--- config.mk ---
export PLATFORM = sky130hd
export DESIGN_NAME = freq_channel_scheduler_flat
export DESIGN_NICKNAME = d
export VERILOG_FILES = /design/src/rtl/freq_channel_scheduler_if.sv /design/src/rtl/freq_channel_scheduler.sv /design/src/flat_wrapper.sv
export SDC_FILE = /design/constraint.sdc
export NUM_CORES = 1
export LEC_CHECK = 0
export BUFFER_PORTS_ARGS = -buffer_cell sky130_fd_sc_hd__buf_2
export CAP_MARGIN = 20
export CORE_MARGIN = 4
export CORE_UTILIZATION = 46
export CTS_CLUSTER_DIAMETER = 200
export CTS_CLUSTER_SIZE = 20
export DETAILED_ROUTE_END_ITERATION = 10
export PLACE_DENSITY = 0.78
export SLEW_MARGIN = 20
export SYNTH_ARGS = -nofsm -noshare
export SYNTH_HDL_FRONTEND = slang
export SYNTH_SLANG_ARGS = --single-unit
--- constraint.sdc ---
create_clock -name clk -period 3.4 [get_ports clk]
set_clock_uncertainty 0.1 [all_clocks]
set_input_delay 0.17 -clock clk [delete_from_list [all_inputs] [get_ports clk]]
set_output_delay 0.17 -clock clk [all_outputs]
set_load 0.1 [all_outputs]
--- src/rtl/freq_channel_scheduler_if.sv ---
// Board-side and counter-side signals of the channel scheduler.
// The master side drives the raw inputs and configuration, and the slave
// side (the scheduler) drives the frequency counter controls and status.
interface freq_channel_scheduler_if #(
    parameter int unsigned CHANNELS = 4,
    parameter int unsigned BITS     = 12,
    parameter int unsigned CH_BITS  = $clog2(CHANNELS)
);
    logic [CHANNELS-1:0] signals;
    logic [CHANNELS-1:0] enable_mask;
    logic [15:0]         dwell_cycles;
    logic                cfg_we;
    logic [CH_BITS-1:0]  cfg_channel;
    logic [BITS-1:0]     cfg_period;
    logic                counter_reset;
    logic [BITS-1:0]     counter_period;
    logic                counter_period_load;
    logic                counter_signal;
    logic [CH_BITS-1:0]  channel;
    logic                channel_valid;

    modport master (
        output signals, enable_mask, dwell_cycles, cfg_we, cfg_channel, cfg_period,
        input  counter_reset, counter_period, counter_period_load, counter_signal,
               channel, channel_valid
    );

    modport slave (
        input  signals, enable_mask, dwell_cycles, cfg_we, cfg_channel, cfg_period,
        output counter_reset, counter_period, counter_period_load, counter_signal,
               channel, channel_valid
    );
endinterface

--- src/rtl/freq_channel_scheduler.sv ---
// Round-robin time-sharing of one frequency counter among several inputs.
// Each visit is NEXT, RST, LOAD, then D cycles of DWELL on the selected channel.
module freq_channel_scheduler #(
    parameter int unsigned CHANNELS       = 4,
    parameter int unsigned BITS           = 12,
    parameter int unsigned DEFAULT_PERIOD = 1200,
    parameter int unsigned CH_BITS        = $clog2(CHANNELS)
) (
    input logic                      clk,
    input logic                      reset,
    freq_channel_scheduler_if.slave  bus
);

    typedef enum logic [2:0] {StIdle, StNext, StRst, StLoad, StDwell} state_e;

    state_e             state_q, state_d;
    logic [CH_BITS-1:0] channel_q, channel_d;
    logic [15:0]        dwell_q, dwell_d;
    logic [BITS-1:0]    period_q [CHANNELS];
    logic [BITS-1:0]    period_d [CHANNELS];
    logic               counter_reset_q, counter_reset_d;
    logic               period_load_q, period_load_d;
    logic [BITS-1:0]    counter_period_q, counter_period_d;
    logic               valid_q, valid_d;

    logic [CH_BITS-1:0] next_ch;
    logic [CH_BITS-1:0] cand;
    logic               found;
    logic               any_en;

    assign any_en = |bus.enable_mask;

    // Lowest enabled index strictly above the current channel, wrapping; falls
    // back to the current channel itself at the last step of the search.
    always_comb begin
        next_ch = channel_q;
        cand    = '0;
        found   = 1'b0;
        for (int unsigned k = 1; k <= CHANNELS; k++) begin
            cand = CH_BITS'((32'(channel_q) + k) % CHANNELS);
            if (!found && bus.enable_mask[cand]) begin
                found   = 1'b1;
                next_ch = cand;
            end
        end
    end

    // Period register file: writable in any state, out-of-range indices dropped.
    always_comb begin
        period_d = period_q;
        if (bus.cfg_we && (32'(bus.cfg_channel) < CHANNELS)) begin
            period_d[bus.cfg_channel] = bus.cfg_period;
        end
    end

    // Next-state logic for the visit sequence.
    always_comb begin
        state_d   = state_q;
        channel_d = channel_q;
        dwell_d   = dwell_q;
        case (state_q)
            StIdle: begin
                if (any_en) state_d = StNext;
            end
            StNext: begin
                if (!any_en) begin
                    state_d = StIdle;
                end else begin
                    state_d   = StRst;
                    channel_d = next_ch;
                end
            end
            StRst: state_d = StLoad;
            StLoad: begin
                state_d = StDwell;
                dwell_d = (bus.dwell_cycles == 16'd0) ? 16'd1 : bus.dwell_cycles;
            end
            StDwell: begin
                // A disabled channel abandons the rest of its dwell.
                if (!bus.enable_mask[channel_q] || dwell_q <= 16'd1) begin
                    state_d = StNext;
                end else begin
                    dwell_d = dwell_q - 16'd1;
                end
            end
            default: state_d = StIdle;
        endcase
    end

    // Registered outputs derived from the state being entered.
    always_comb begin
        counter_reset_d  = (state_d == StIdle) || (state_d == StRst);
        period_load_d    = (state_d == StLoad);
        valid_d          = (state_d == StDwell);
        counter_period_d = period_q[channel_d];
        if (state_d == StIdle) begin
            counter_period_d = '0;
        end else if (state_d == StDwell) begin
            // Hold the loaded value so mid-dwell writes wait for the next visit.
            counter_period_d = counter_period_q;
        end
    end

    // State, configuration and output registers.
    always_ff @(posedge clk) begin
        if (reset) begin
            state_q          <= StIdle;
            channel_q        <= '0;
            dwell_q          <= '0;
            counter_reset_q  <= 1'b1;
            period_load_q    <= 1'b0;
            counter_period_q <= '0;
            valid_q          <= 1'b0;
            for (int i = 0; i < int'(CHANNELS); i++) begin
                period_q[i] <= BITS'(DEFAULT_PERIOD);
            end
        end else begin
            state_q          <= state_d;
            channel_q        <= channel_d;
            dwell_q          <= dwell_d;
            counter_reset_q  <= counter_reset_d;
            period_load_q    <= period_load_d;
            counter_period_q <= counter_period_d;
            valid_q          <= valid_d;
            period_q         <= period_d;
        end
    end

    assign bus.counter_reset       = counter_reset_q;
    assign bus.counter_period_load = period_load_q;
    assign bus.counter_period      = counter_period_q;
    assign bus.channel             = channel_q;
    assign bus.channel_valid       = valid_q;
    assign bus.counter_signal      = bus.signals[channel_q] & valid_q;

endmodule
--- src/flat_wrapper.sv ---
// flat-port wrapper written by rule: the top's interface ports become plain ports
module freq_channel_scheduler_flat 
#(
    parameter int unsigned CHANNELS       = 4,
    parameter int unsigned BITS           = 12,
    parameter int unsigned DEFAULT_PERIOD = 1200,
    parameter int unsigned CH_BITS        = $clog2(CHANNELS)
)
  (clk, reset, bus_signals, bus_enable_mask, bus_dwell_cycles, bus_cfg_we, bus_cfg_channel, bus_cfg_period, bus_counter_reset, bus_counter_period, bus_counter_period_load, bus_counter_signal, bus_channel, bus_channel_valid);
  freq_channel_scheduler_if #(.CHANNELS(CHANNELS), .BITS(BITS), .CH_BITS(CH_BITS)) bus_i ();
  input logic clk;
  input logic reset;
  input wire logic [$bits(bus_i.signals)-1:0] bus_signals;
  input wire logic [$bits(bus_i.enable_mask)-1:0] bus_enable_mask;
  input wire logic [$bits(bus_i.dwell_cycles)-1:0] bus_dwell_cycles;
  input wire logic [$bits(bus_i.cfg_we)-1:0] bus_cfg_we;
  input wire logic [$bits(bus_i.cfg_channel)-1:0] bus_cfg_channel;
  input wire logic [$bits(bus_i.cfg_period)-1:0] bus_cfg_period;
  output wire logic [$bits(bus_i.counter_reset)-1:0] bus_counter_reset;
  output wire logic [$bits(bus_i.counter_period)-1:0] bus_counter_period;
  output wire logic [$bits(bus_i.counter_period_load)-1:0] bus_counter_period_load;
  output wire logic [$bits(bus_i.counter_signal)-1:0] bus_counter_signal;
  output wire logic [$bits(bus_i.channel)-1:0] bus_channel;
  output wire logic [$bits(bus_i.channel_valid)-1:0] bus_channel_valid;
  assign bus_i.signals = bus_signals;
  assign bus_i.enable_mask = bus_enable_mask;
  assign bus_i.dwell_cycles = bus_dwell_cycles;
  assign bus_i.cfg_we = bus_cfg_we;
  assign bus_i.cfg_channel = bus_cfg_channel;
  assign bus_i.cfg_period = bus_cfg_period;
  assign bus_counter_reset = bus_i.counter_reset;
  assign bus_counter_period = bus_i.counter_period;
  assign bus_counter_period_load = bus_i.counter_period_load;
  assign bus_counter_signal = bus_i.counter_signal;
  assign bus_channel = bus_i.channel;
  assign bus_channel_valid = bus_i.channel_valid;
  freq_channel_scheduler #(.CHANNELS(CHANNELS), .BITS(BITS), .DEFAULT_PERIOD(DEFAULT_PERIOD), .CH_BITS(CH_BITS)) u_core (.clk(clk), .reset(reset), .bus(bus_i));
endmodule
# [Word-level counts from Yosys, hierarchy flattened]
# Cells that the tools add are included.
[totals] regBits=84 inputBits=41 output_inout_bits=18 wordCells=87
[classes] n_addsub=5 magnitude_cmp=9 n_eq_ne=8 mux=34 n_bitwise=3 reduce_logical=17
[ops] operator="$bwmux 48" n=1
[ops] operator="$mux 12" n=3
[ops] operator="$mux 16" n=2
[ops] operator="$pmux 16 s2" n=1
[ops] operator="$bmux 12 s2" n=1
[ops] operator="$demux 12 s2" n=1
[ops] operator="$le 16x1->1 const B" n=1
[ops] operator="$logic_not 16->1" n=1
[ops] operator="$sub 16x1->16 const B" n=1
[ops] operator="$lt 2x3->1 const B" n=5
[ops] operator="$pmux 3 s5" n=1
[ops] operator="$mux 2" n=7
[ops] operator="$bmux 1 s2" n=6
[ops] operator="$eq 3x2->1 const B" n=4
[ops] operator="$mux 1" n=9
[ops] operator="$eq 3x3->1 const B" n=2
[ops] operator="$ge 3x3->1 const B" n=2
[ops] operator="$logic_not 3->1" n=2
[ops] operator="$mux 3" n=2
[ops] operator="$not 2->3" n=2
[ops] operator="$add 2x1->2 const B" n=2
[ops] operator="$add 2x2->2 const B" n=2
[ops] operator="$logic_and 1x1->1" n=4
[ops] operator="$logic_not 1->1" n=4
[ops] operator="9 further kinds" n=10

# [Longest topological paths before layout]
# Gate-level depths: netlist of the first run.
[depth] word_depth=19 mapped_depth=11 depth_no_buf=8

# [Worst setup path after synthesis of the first run]
# Ideal clock, no wire load.
[synth_path] path_type="reg2reg" startpoint="reg u_core.channel_q[1] (netlist: u_core.bus.channel[1])" endpoint="reg u_core.counter_period_q[1] (netlist: u_core.bus.counter_period[1])" arrival_ns=2.870 required_ns=3.170 setup_slack_ns=0.300 stages_incl_launch_ff=8 n_path_buf=2 cell_sequence="dfxtp_1 clkbuf_1 mux2i_1 o21ai_0 o41ai_4 buf_4 mux2i_1 o221ai_2"
[synth_via] elab_chain_cells=19
[synth_rtl] item="from (decl)" line_no="freq_channel_scheduler.sv:17" source="logic [CH_BITS-1:0] channel_q, channel_d;"
[synth_rtl] item="from (signal assigned)" line_no="freq_channel_scheduler.sv:119" source="channel_q <= channel_d;"
[synth_rtl] item="$add 2x1->2" line_no="freq_channel_scheduler.sv:40" source="cand = CH_BITS'((32'(channel_q) + k) % CHANNELS);"
[synth_rtl] item="$bmux 1 s2" line_no="freq_channel_scheduler.sv:41" source="if (!found && bus.enable_mask[cand]) begin"
[synth_rtl] item="$mux 1 (not written as such)" line_no="freq_channel_scheduler.sv:41"
[synth_rtl] item="$mux 1" line_no="freq_channel_scheduler.sv:41"
[synth_rtl] item="$logic_not 1->1" line_no="freq_channel_scheduler.sv:41"
[synth_rtl] item="$logic_and 1x1->1" line_no="freq_channel_scheduler.sv:41"
[synth_rtl] item="$mux 1" line_no="freq_channel_scheduler.sv:41"
[synth_rtl] item="$logic_not 1->1" line_no="freq_channel_scheduler.sv:41"
[synth_rtl] item="(+2 left out)"
[synth_rtl] item="$logic_not 1->1" line_no="freq_channel_scheduler.sv:41"
[synth_rtl] item="$logic_and 1x1->1" line_no="freq_channel_scheduler.sv:41"
[synth_rtl] item="$mux 2" line_no="freq_channel_scheduler.sv:41"
[synth_rtl] item="$mux 2" line_no="freq_channel_scheduler.sv:66" source="if (!any_en) begin"
[synth_rtl] item="$mux 2" line_no="freq_channel_scheduler.sv:61" source="case (state_q)"
[synth_rtl] item="$not 2->3 (not written as such)" line_no="freq_channel_scheduler.sv:95" source="counter_period_d = period_q[channel_d];"
[synth_rtl] item="$bmux 12 s2" line_no="freq_channel_scheduler.sv:95"
[synth_rtl] item="$mux 12 (not written as such) (2 in series)" line_no="freq_channel_scheduler.sv:95"
[synth_rtl] item="to (signal assigned)" line_no="freq_channel_scheduler.sv:123" source="counter_period_q <= counter_period_d;"
[synth_rtl] item="to (decl)" line_no="freq_channel_scheduler.sv:23" source="logic [BITS-1:0] counter_period_q, counter_period_d;"
# Several ways; a longest one is shown, not always the timed one. The select of a mux whose other input is x is not followed.
# A chain may end at the register's enable or synchronous reset.

# [Worst setup path after layout of the first run]
[layout_path] startpoint="reg u_core.channel_q[0] (netlist: u_core.bus.channel[0])" endpoint="reg u_core.counter_period_q[11] (netlist: u_core.bus.counter_period[11])"
# Same word-level chain as after synthesis.

==> run metrics, run 1 <==
P&R area growth vs syn=16.5%; Synth area leader=dfxtp_1; ant diodes=0; largest family of logic cells by synthesized area=simple AND/OR/NAND/NOR gates; Cell Rows=33; Max Clk Rate=377 MHz; DIE AREA=10300 sq um; initial antenna violation count=0; CP Depth=7; cts bufs inserted=9; placed cell count=642; Max Slew Vio Count=0; area of the multi-input gates=2160 sq um; hold path depth=5; CP max FO=25; first-pass GRT wire length=16300 um; Seq cells post-synth=84; most common cell in the netlist=nand2_1; switch share=34.2%; Cells after Synth=504; Cell Area, Placed=4340 sq um; Final Cycle Share=78.0%; minimum clock period=2650 ps; slowest stage delay, CP=460 ps; actual slew at the worst max-slew pin=1030 ps; # hold bufs at CTS=12; Synth Area in Compound Gates=18.5%; setup TNS=0 ps; HPWL Detailed=6700 um; Syn Nets=547; largest net degree at the start of global routing=55; sequential power share=45.5%; vias in the first global route=3427; mux cell area share after synthesis=7.88%; Crit path max-delay family=compound AO/OA/AOI/OAI gates; final setup margin=748 ps; Setup Viol. Count Final=0; Remaining DRCs=0; reg2reg end=u_core.bus.counter_period[11]$_SDFFE_PP0P_; Setup Crit Path Kind=reg2reg; Hold Violations, Final=0; Net Sw Power=0.000808 W; Clk Tree Root Cell=clkbuf_8; CP bufs+invs=1; IO Port Bufs=58; Post-Syn Area=4000 sq um; Post-Synth Adder-Cell Area=0.626%; warnings from Yosys=0; cells along the critical path=or3b_2, a21boi_0, o21ai_0, o41ai_4, buf_4, mux2i_1, o221ai_2; EDFF count, synth=0; CP endpoint kind=flop; Post-synth top cells=137 x nand2_1, 84 x dfxtp_1, 56 x a21oi_1, 34 x nor2_1, 33 x nand3_1; NumNets Final=603; total grt overflow=0; TritonRoute pass-1 iters=5; Reg area=1680 sq um; Initial Utilization=48.0%; Reg2Reg Depth=7; final non-filler cell total=670; Synth Flop Type=dfxtp_1; Max Cap Viol=0; Clock Latency Late Sink=360 ps; distinct cell type count of the synthesized netlist=46; Total Wirelength=10200 um; Worst-path clk slew=90 ps; CTS H-tree depth=3; Final ANT Viol Nets=0; P_int=0.00156 W; GRT Util Overall=19.8%; Avg Inst Size Synth=7.94 sq um; Area contributors post-synth=dfxtp_1 42%, nand2_1 13%, a21oi_1 7.0%; P_leak=1.94 nW; Rel. slew slack=31.4%; Place WS=762 ps; cts repair resizes=0; core area=8340 sq um; PwrDens=507 nW/um^2; Hold EP=u_core.dwell_q[4]$_SDFFE_PP0P_; Comb power frac=23.3%; Simple-Gate Fraction of Synth Area=26.8%; Worst Min Path Start=bus_dwell_cycles[4]; fill cell count=781; Die H=101 um; Peak VDD IR=0.193 mV; worst hold path type=in2reg; Seq/Total Area, Yosys=42.0%; total power=0.00236 W; Startpoint Class=flop; post-synthesis xor/xnor area fraction=0%; wire length per cell=15.2 um; area share of the largest cell type after synthesis=42.0%; DIE WIDTH=101 um; total number of vias=3779; FF-to-FF Start=u_core.bus.channel[0]$_SDFF_PP0_; via/cell ratio=5.64; Clk network pwr share=31.2%; status=complete, no violations; FFs w/ async S/R, synth=0%; GP Congestion=0.868; setup repair bufs after CTS=0; # clock sinks=84; flop2flop setup slack=750 ps; Bufs on Longest Clock Path=2; RSZ-0062 raised after global routing=no; share of cells above drive strength 1=18.6%; final non-filler cell area=4660 sq um; CTS tree=built; Crit-path slowest cell=or3b_2; DR iter-0 viols=248; Crit path arrival time=2790 ps; I/O pin cnt=59; Worst EP required=3540 ps
## worst max path at each step
stage          slack, ps                        startpoint                                    endpoint
2_1_floorplan        300  u_core.bus.channel[1]$_SDFF_PP0_   u_core.bus.counter_period[1]$_SDFFE_PP0P_
3_3_place_gp         920  u_core.bus.channel[0]$_SDFF_PP0_   u_core.bus.counter_period[9]$_SDFFE_PP0P_
3_5_place_dp         760  u_core.bus.channel[0]$_SDFF_PP0_   u_core.bus.counter_period[4]$_SDFFE_PP0P_
4_1_cts              750  u_core.bus.channel[0]$_SDFF_PP0_  u_core.bus.counter_period[11]$_SDFFE_PP0P_
5_1_grt              550  u_core.bus.channel[0]$_SDFF_PP0_   u_core.bus.counter_period[4]$_SDFFE_PP0P_
6_report             750  u_core.bus.channel[0]$_SDFF_PP0_  u_core.bus.counter_period[11]$_SDFFE_PP0P_
## worst reg2reg max path: cells and delay by family, from the launching register on
family | cells | cell delay [ps]
simple gates | 1 | 460
flops | 1 | 390
compound gates | 4 | 820
mux | 1 | 320
buf+inv | 1 | 440
## stage by stage
| step | hold slack [ps] | utilization [%] |
|---|---|---|
| 2_1_floorplan | 194 | - |
| 3_3_place_gp | 326 | 52.0 |
| 3_5_place_dp | 338 | 52.0 |
| 4_1_cts | 47.1 | 55.9 |
| 5_1_grt | 81.9 | 55.9 |
| 6_report | 55.4 | 55.9 |
## cell type report
cell class | instances | share of cell area, %
Timing Repair Buffer | 78 | 10.1
Multi-Input combinational cell | 383 | 46.4
Clock buffer | 10 | 2.74
Clock inverter | 6 | 1.53
Inverter | 4 | 0.322
Tap cell | 105 | 2.82
Sequential cell | 84 | 36.1
## flip-flops by register name, summed over array words and instances (netlist names)
signal,flops
u_core.bus.channel,2
u_core.bus.channel_valid,1
u_core.bus.counter_period,12
u_core.bus.counter_period_load,1
u_core.bus.counter_reset,1
u_core.dwell_q,16
u_core.period_q,48
u_core.state_q,3
## placed cells by master (no fill, tap or decap), drive strengths merged, types with 10 or more instances in the layout
cell type | Yosys | final
mux2i | 27 | 27
nand3 | 33 | 33
nand2 | 137 | 137
a21oi | 56 | 56
nor2 | 34 | 34
dlygate4sd3 | 0 | 12
o221ai | 12 | 12
o21ai | 25 | 25
clkbuf | 26 | 10
dfxtp | 84 | 84
buf | 7 | 66
## power by group through the flow
stage | Clock [W] | Sequential [W] | Combinational [W]
2_1_floorplan | 0 | 0.00123 | 0.000280
3_3_place_gp | 0 | 0.00110 | 0.000526
3_5_place_dp | 0 | 0.00110 | 0.000539
4_1_cts | 0.000738 | 0.00107 | 0.000550
5_1_grt | 0.000778 | 0.00108 | 0.000591
6_report | 0.000736 | 0.00108 | 0.000552
## per-layer routing
layer / wire length, um / vias to the layer above / part of all wire [%] / track usage (%)
met5: 0 / - / 0 / 0
met2: 4910 / 111 / 48 / 33.1
met4: 187 / 0 / 1.8 / 8.49
met1: 4460 / 1784 / 44 / 25.2
li1: - / 1869 / - / -
met3: 600 / 15 / 5.9 / 3.17
## kinds of logic (layout without fill, tap and decap cells)
family,after synthesis,after routing
muxes,30,30
and+or+nand+nor,239,239
AOI/OAI and AO/OA,112,112
adders and majority gates,2,2
buffers and inverters,37,98
DFF,84,84
No activity file was read; power rests on OpenSTA's default activity.
==> run 2: changes to the inputs <==
==> constraint.sdc (replaced) <==
create_clock -name clk -period 2.55 [get_ports clk]
set_clock_uncertainty 0.1 [all_clocks]
set_input_delay 0.1275 -clock clk [delete_from_list [all_inputs] [get_ports clk]]
set_output_delay 0.1275 -clock clk [all_outputs]
set_load 0.1 [all_outputs]
==> run 2 against run 1 <==
Effect of this change:
- design area up 2.5%
- die area did not move
- critical path depth down 1
- total power rose by 35%
- sequential power grew 32%
- utilization is 1.4 points higher
- global-route usage rose by 0.92 points
- flip-flop and latch count stayed put
- critical path type unchanged
- largest cell class unchanged
- highest routed layer unchanged
==> run metrics, run 2 (synthesis results as in run 1) <==
status=complete, no violations; Final ANT Viol Nets=0 (unchanged); TritonRoute pass-1 iters=5 (unchanged); first-pass GRT wire length=16900 um (+3.3%); Clock Latency Late Sink=360 ps (about the same); IO Port Bufs=58 (unchanged); Rel. slew slack=57.8% (+26 points); cts bufs inserted=9 (unchanged); Remaining DRCs=0 (unchanged); # clock sinks=84 (unchanged); P&R area growth vs syn=19.3%; Cell Rows=33 (unchanged); total grt overflow=0 (unchanged); Worst EP required=2740 ps (-800 ps); Max Clk Rate=428 MHz (+14%); Worst-path clk slew=90 ps (about the same); actual slew at the worst max-slew pin=631 ps (-395 ps); Die H=101 um (unchanged); max FFs per register=48 (unchanged); CP endpoint kind=flop; worst hold path type=in2reg; DR iter-0 viols=287 (+16%); via/cell ratio=5.65 (+0.17%); largest reg by FF count=u_core.period_q; CP max FO=12 (-52%); Peak VDD IR=0.361 mV (+87%); P_leak=2.01 nW (+3.8%); setup TNS=0 ps (unchanged); Bufs on Longest Clock Path=2 (unchanged); I/O pin cnt=59 (unchanged); total number of vias=3859 (+2.1%); Total Wirelength=10400 um (+2.2%); CTS H-tree depth=3 (unchanged); commonest non-fill, non-tap cell in the layout=nand2_1; minimum clock period=2330 ps (-318 ps); largest net degree at the start of global routing=55 (unchanged); Final Cycle Share=91.5% (+14 points); Setup Viol. Count Final=0 (unchanged); DIE AREA=10300 sq um (unchanged); Startpoint Class=flop; fill cell count=772 (-1.2%); RSZ-0062 raised after global routing=no; NumNets Final=616 (+2.2%); core area=8340 sq um (unchanged); Max Cap Viol=0 (unchanged); GP Congestion=0.882 (+1.6%); Initial Utilization=48.0% (unchanged); PwrDens=668 nW/um^2 (+32%); GRT Util Overall=20.7% (+0.92 points); Max Slew Vio Count=0 (unchanged); Finished Core Util=57.2% (+1.4 points); CTS tree=built; DIE WIDTH=101 um (unchanged); HPWL Detailed=6860 um (+2.4%); wire length per cell=15.2 um (+0.25%); Clk Tree Root Cell=clkbuf_8; vias in the first global route=3608 (+5.3%); most frequent cells in the layout=137 x nand2_1, 82 x dfxtp_1, 58 x buf_2; Setup Crit Path Kind=reg2reg; Hold Violations, Final=0 (unchanged); Crit path arrival time=2520 ps (-270 ps); ant diodes=0 (unchanged); share of cells above drive strength 1=20.8% (+2.2 points); initial antenna violation count=0 (unchanged)
==> run 2: changes by cell type in the layout (fill, tap and decap cells not counted) <==
cell / delta
inv_6: +1
nor3b_2: -1
a21boi_1: +1
nor3b_1: +1
dfxtp_2: +1
clkbuf_1: -1
dfxtp_4: +1
dfxtp_1: -2
a21boi_0: -1
buf_4: +12
buf_12: +1
==> run 2: critical path: stages, from the launching register on <==
cell and delay (ps):
dfxtp_1 350, or3_1 490, nor4b_4 260, a211oi_1 120
or2_1 250, or3_4 510, o221ai_1 190
==> run 2: path summary, 6_finish.rpt <==
path,startpoint,to,slack [ps],depth (start not counted)
setup / recovery,u_core.dwell_q[12]$_SDFFE_PP0P_,u_core.bus.counter_period[10]$_SDFFE_PP0P_,220,6
hold / removal,bus_dwell_cycles[6],u_core.dwell_q[6]$_SDFFE_PP0P_,30,5
setup reg to reg,u_core.dwell_q[12]$_SDFFE_PP0P_,u_core.bus.counter_period[10]$_SDFFE_PP0P_,220,6
hold reg to reg,u_core.period_q[35]$_SDFFE_PP0P_,u_core.period_q[35]$_SDFFE_PP0P_,360,2
==> run 2: power breakdown <==
part           internal (W)  switching, W  leakage [nW]
logic              0.000258      0.000521          1.22
clock network      0.000468      0.000513         0.103
registers           0.00138     0.0000445         0.686
==> run 2: layer usage <==
metal / part of all wire (%) / wire [um] / up-vias / global-route usage (%)
li1: - / - / 1888 / -
met1: 42 / 4400 / 1837 / 26.1
met2: 50 / 5160 / 123 / 34.7
met3: 6.7 / 693 / 11 / 4.06
met4: 1.2 / 128 / 0 / 8.28
met5: 0 / 0 / - / 0
==> run 2: through the flow <==
| stage | cells | total power, W | instance area [sq um] | worst slack [ps] | hold slack (ps) |
|---|---|---|---|---|---|
| 6_report | 683 | 0.00319 | 4770 | 216 | 29.1 |
| 5_1_grt | 683 | 0.00332 | 4770 | 56.6 | 23.1 |
| 4_1_cts | 683 | 0.00320 | 4770 | 125 | 18.2 |
| 3_5_place_dp | 653 | 0.00221 | 4430 | -84.0 | 296 |
| 3_3_place_gp | 653 | 0.00219 | 4430 | -40.6 | 287 |
| 2_1_floorplan | 504 | 0.00202 | 4010 | 30.7 | 151 |
==> run 2: cell type report <==
cell class	instances	area, sq um	area share (%)
timing repair buffer	91	581	12.2
inverter	4	15.0	0.315
sequential	84	1690	35.3
clock inverter	7	80.1	1.68
clock buffer	9	124	2.60
tap	105	131	2.75
multi-input combinational	383	2160	45.2
==> run 2: timing repair <==
item	CTS	global route
endpoints found under the setup margin	7	3
hold buffers	12	0
pin swaps	1	0
setup buffers	2	0
hold endpoints to repair	48	0
resized for setup	0	1
==> run 3: changes to the inputs <==
--- a/config.mk
+++ b/config.mk
@@ -13,6 +13,7 @@
 export CTS_CLUSTER_SIZE = 20
 export DETAILED_ROUTE_END_ITERATION = 10
 export PLACE_DENSITY = 0.78
+export REMOVE_ABC_BUFFERS = 1
 export SLEW_MARGIN = 20
 export SYNTH_ARGS = -nofsm -noshare
 export SYNTH_HDL_FRONTEND = slang
==> run 3 against run 2 <==
Effect of this change:
- clock power down 5.0%
- setup slack worse by 36 ps
- critical path type unchanged
- largest cell class unchanged
- final cell count down 1.3%
- routed wire length down 0.29%
- non-clock buffer count down 7
- clock-buffer cell count up 1
- combinational power down 2%
- highest routed layer unchanged
- design area down 1.5%
- critical path depth unchanged
- total power down 1.9%
- utilization down 0.87 points
- global-route usage up 0.24 points
==> run metrics, run 3 (synthesis results as in run 1) <==
status=complete, no violations; Max Clk Rate=422 MHz (-1.5%); Setup Crit Path Kind=reg2reg; Clk Tree Root Cell=clkbuf_8; Crit path max-delay family=simple AND/OR/NAND/NOR gates; I/O pin cnt=59 (unchanged); Place WS=195 ps (+279 ps); Reg area=1680 sq um (-0.30%); # clock sinks=84 (unchanged); CP bufs+invs=0 (unchanged); Crit path arrival time=2540 ps (+20 ps); RSZ-0062 raised after global routing=no; Peak VDD IR=0.367 mV (+1.6%); CP endpoint kind=flop; worst hold path type=in2reg; first-pass GRT wire length=17200 um (+2.1%); P_leak=1.97 nW (-2.2%); wire length per cell=15.4 um (+1.0%); Reg2Reg Depth=6 (unchanged); GP Congestion=0.839 (-4.9%); Final Cycle Share=92.9% (+1.4 points); CP Depth=6 (unchanged); Clk network pwr share=29.8% (-1.0 points); Final ANT Viol Nets=0 (unchanged); P&R area growth vs syn=17.5%; Clock Latency Late Sink=350 ps (about the same); actual slew at the worst max-slew pin=624 ps (-6.97 ps); cts bufs inserted=9 (unchanged); Remaining DRCs=0 (unchanged); final setup margin=180 ps (-35.7 ps); PwrDens=665 nW/um^2 (-0.41%); Startpoint Class=flop; minimum clock period=2370 ps (+35.7 ps); Initial Utilization=48.0% (unchanged); Die H=101 um (unchanged); CP max FO=12 (unchanged); largest reg by FF count=u_core.period_q; max FFs per register=48 (unchanged); via/cell ratio=5.69 (+0.68%); worst setup path start=u_core.dwell_q[8]$_SDFFE_PP0P_; commonest non-fill, non-tap cell in the layout=nand2_1; Comb power frac=24.3% (-0.2 points); area of the multi-input gates=2160 sq um (unchanged); cells along the critical path=or3_1, nor2b_1, a211oi_1, or2_1, or3_4, o221ai_1; Crit-path slowest cell=or3_4; Hold Violations, Final=0 (unchanged); CTS tree=built; total number of vias=3834 (-0.65%); vias in the first global route=3602 (-0.17%); DIE WIDTH=101 um (unchanged); Worst EP required=2720 ps (-20 ps); Cell Rows=33 (unchanged); placed cell count=648 (-0.77%); fill cell count=807 (+4.5%); setup repair bufs after CTS=0 (-2); GRT Util Overall=20.9% (+0.24 points); HPWL Detailed=6860 um (about the same); IO Port Bufs=58 (unchanged); largest net degree at the start of global routing=55 (unchanged); Worst-path clk slew=80 ps (about the same); TritonRoute pass-1 iters=4 (-1); most frequent cells in the layout=137 x nand2_1, 84 x dfxtp_1, 58 x buf_2; Bufs on Longest Clock Path=2 (unchanged); NumNets Final=609 (-1.1%); CTS H-tree depth=3 (unchanged); slowest stage delay, CP=520 ps (about the same); share of cells above drive strength 1=19.2% (-1.6 points); FF-to-FF Start=u_core.dwell_q[8]$_SDFFE_PP0P_; core area=8340 sq um (unchanged); Setup Viol. Count Final=0 (unchanged); Rel. slew slack=58.3% (+0.47 points); Max Cap Viol=0 (unchanged); switch share=33.1% (-0.80 points); hold path depth=5 (unchanged); Max Slew Vio Count=0 (unchanged); DR iter-0 viols=169 (-41%); Net Sw Power=0.00103 W (-4.2%); flop2flop setup slack=180 ps (-40 ps); ant diodes=0 (unchanged); sequential power share=45.9% (+1.1 points); total grt overflow=0 (unchanged); final non-filler cell total=674 (-1.3%); Total Wirelength=10400 um (-0.29%); initial antenna violation count=0 (unchanged); P_int=0.00209 W (-0.74%); Worst Min Path Start=bus_dwell_cycles[4]; DIE AREA=10300 sq um (unchanged)
run 3: cell type report:
cell class	instances	share of cell area, %
Multi-Input combinational cell	383	45.9
Sequential cell	84	35.8
Timing Repair Buffer	84	11.2
Clock buffer	10	2.93
Tap cell	105	2.79
Clock inverter	4	1.09
Inverter	4	0.319
run 3: layer usage:
| metal | global-route usage, % | up-vias | wire (um) |
|---|---|---|---|
| li1 | - | 1875 | - |
| met1 | 26.9 | 1800 | 4310 |
| met2 | 35.0 | 144 | 5150 |
| met3 | 5.51 | 15 | 770 |
| met4 | 5.42 | 0 | 119 |
| met5 | 0 | - | 0 |
run 3: stage by stage:
stage	hold slack (ps)	setup TNS, ps	utilization (%)	total power [W]	cell area (sq um)
final	24.8	0	56.4	0.00313	4700
after global routing	53.3	0	56.4	0.00326	4700
after CTS	21.5	0	56.4	0.00313	4700
after detailed placement	299	0	52.7	0.00221	4390
after global placement	287	0	52.7	0.00219	4390
after floorplan	96.6	-16080	-	0.00199	3850
run 3: tightest hold or removal path, delay by kind of cell:
family | cells | cell delay, ps
and+or+nand+nor | 3 | 150
buffers and inverters | 1 | 100
AOI/OAI and AO/OA | 1 | 50
run 3: power by group through the flow:
stage | logic [W] | clock network (W) | registers (W)
after global routing | 0.000821 | 0.000993 | 0.00144
after floorplan | 0.000342 | 0 | 0.00165
final | 0.000760 | 0.000932 | 0.00143
after global placement | 0.000730 | 0 | 0.00146
after detailed placement | 0.000745 | 0 | 0.00146
after CTS | 0.000761 | 0.000942 | 0.00143
run 3: timing repair:
item | in CTS | in global routing
resized for setup | 0 | 0
endpoints found under the setup margin | 0 | 0
hold buffers | 12 | 0
endpoints found under the hold margin | 48 | 0
run 3: final timing paths:
check | to
setup / recovery | u_core.bus.counter_period[0]$_SDFFE_PP0P_
hold / removal | u_core.dwell_q[4]$_SDFFE_PP0P_
setup reg to reg | u_core.bus.counter_period[0]$_SDFFE_PP0P_
hold reg to reg | u_core.period_q[24]$_SDFFE_PP0P_
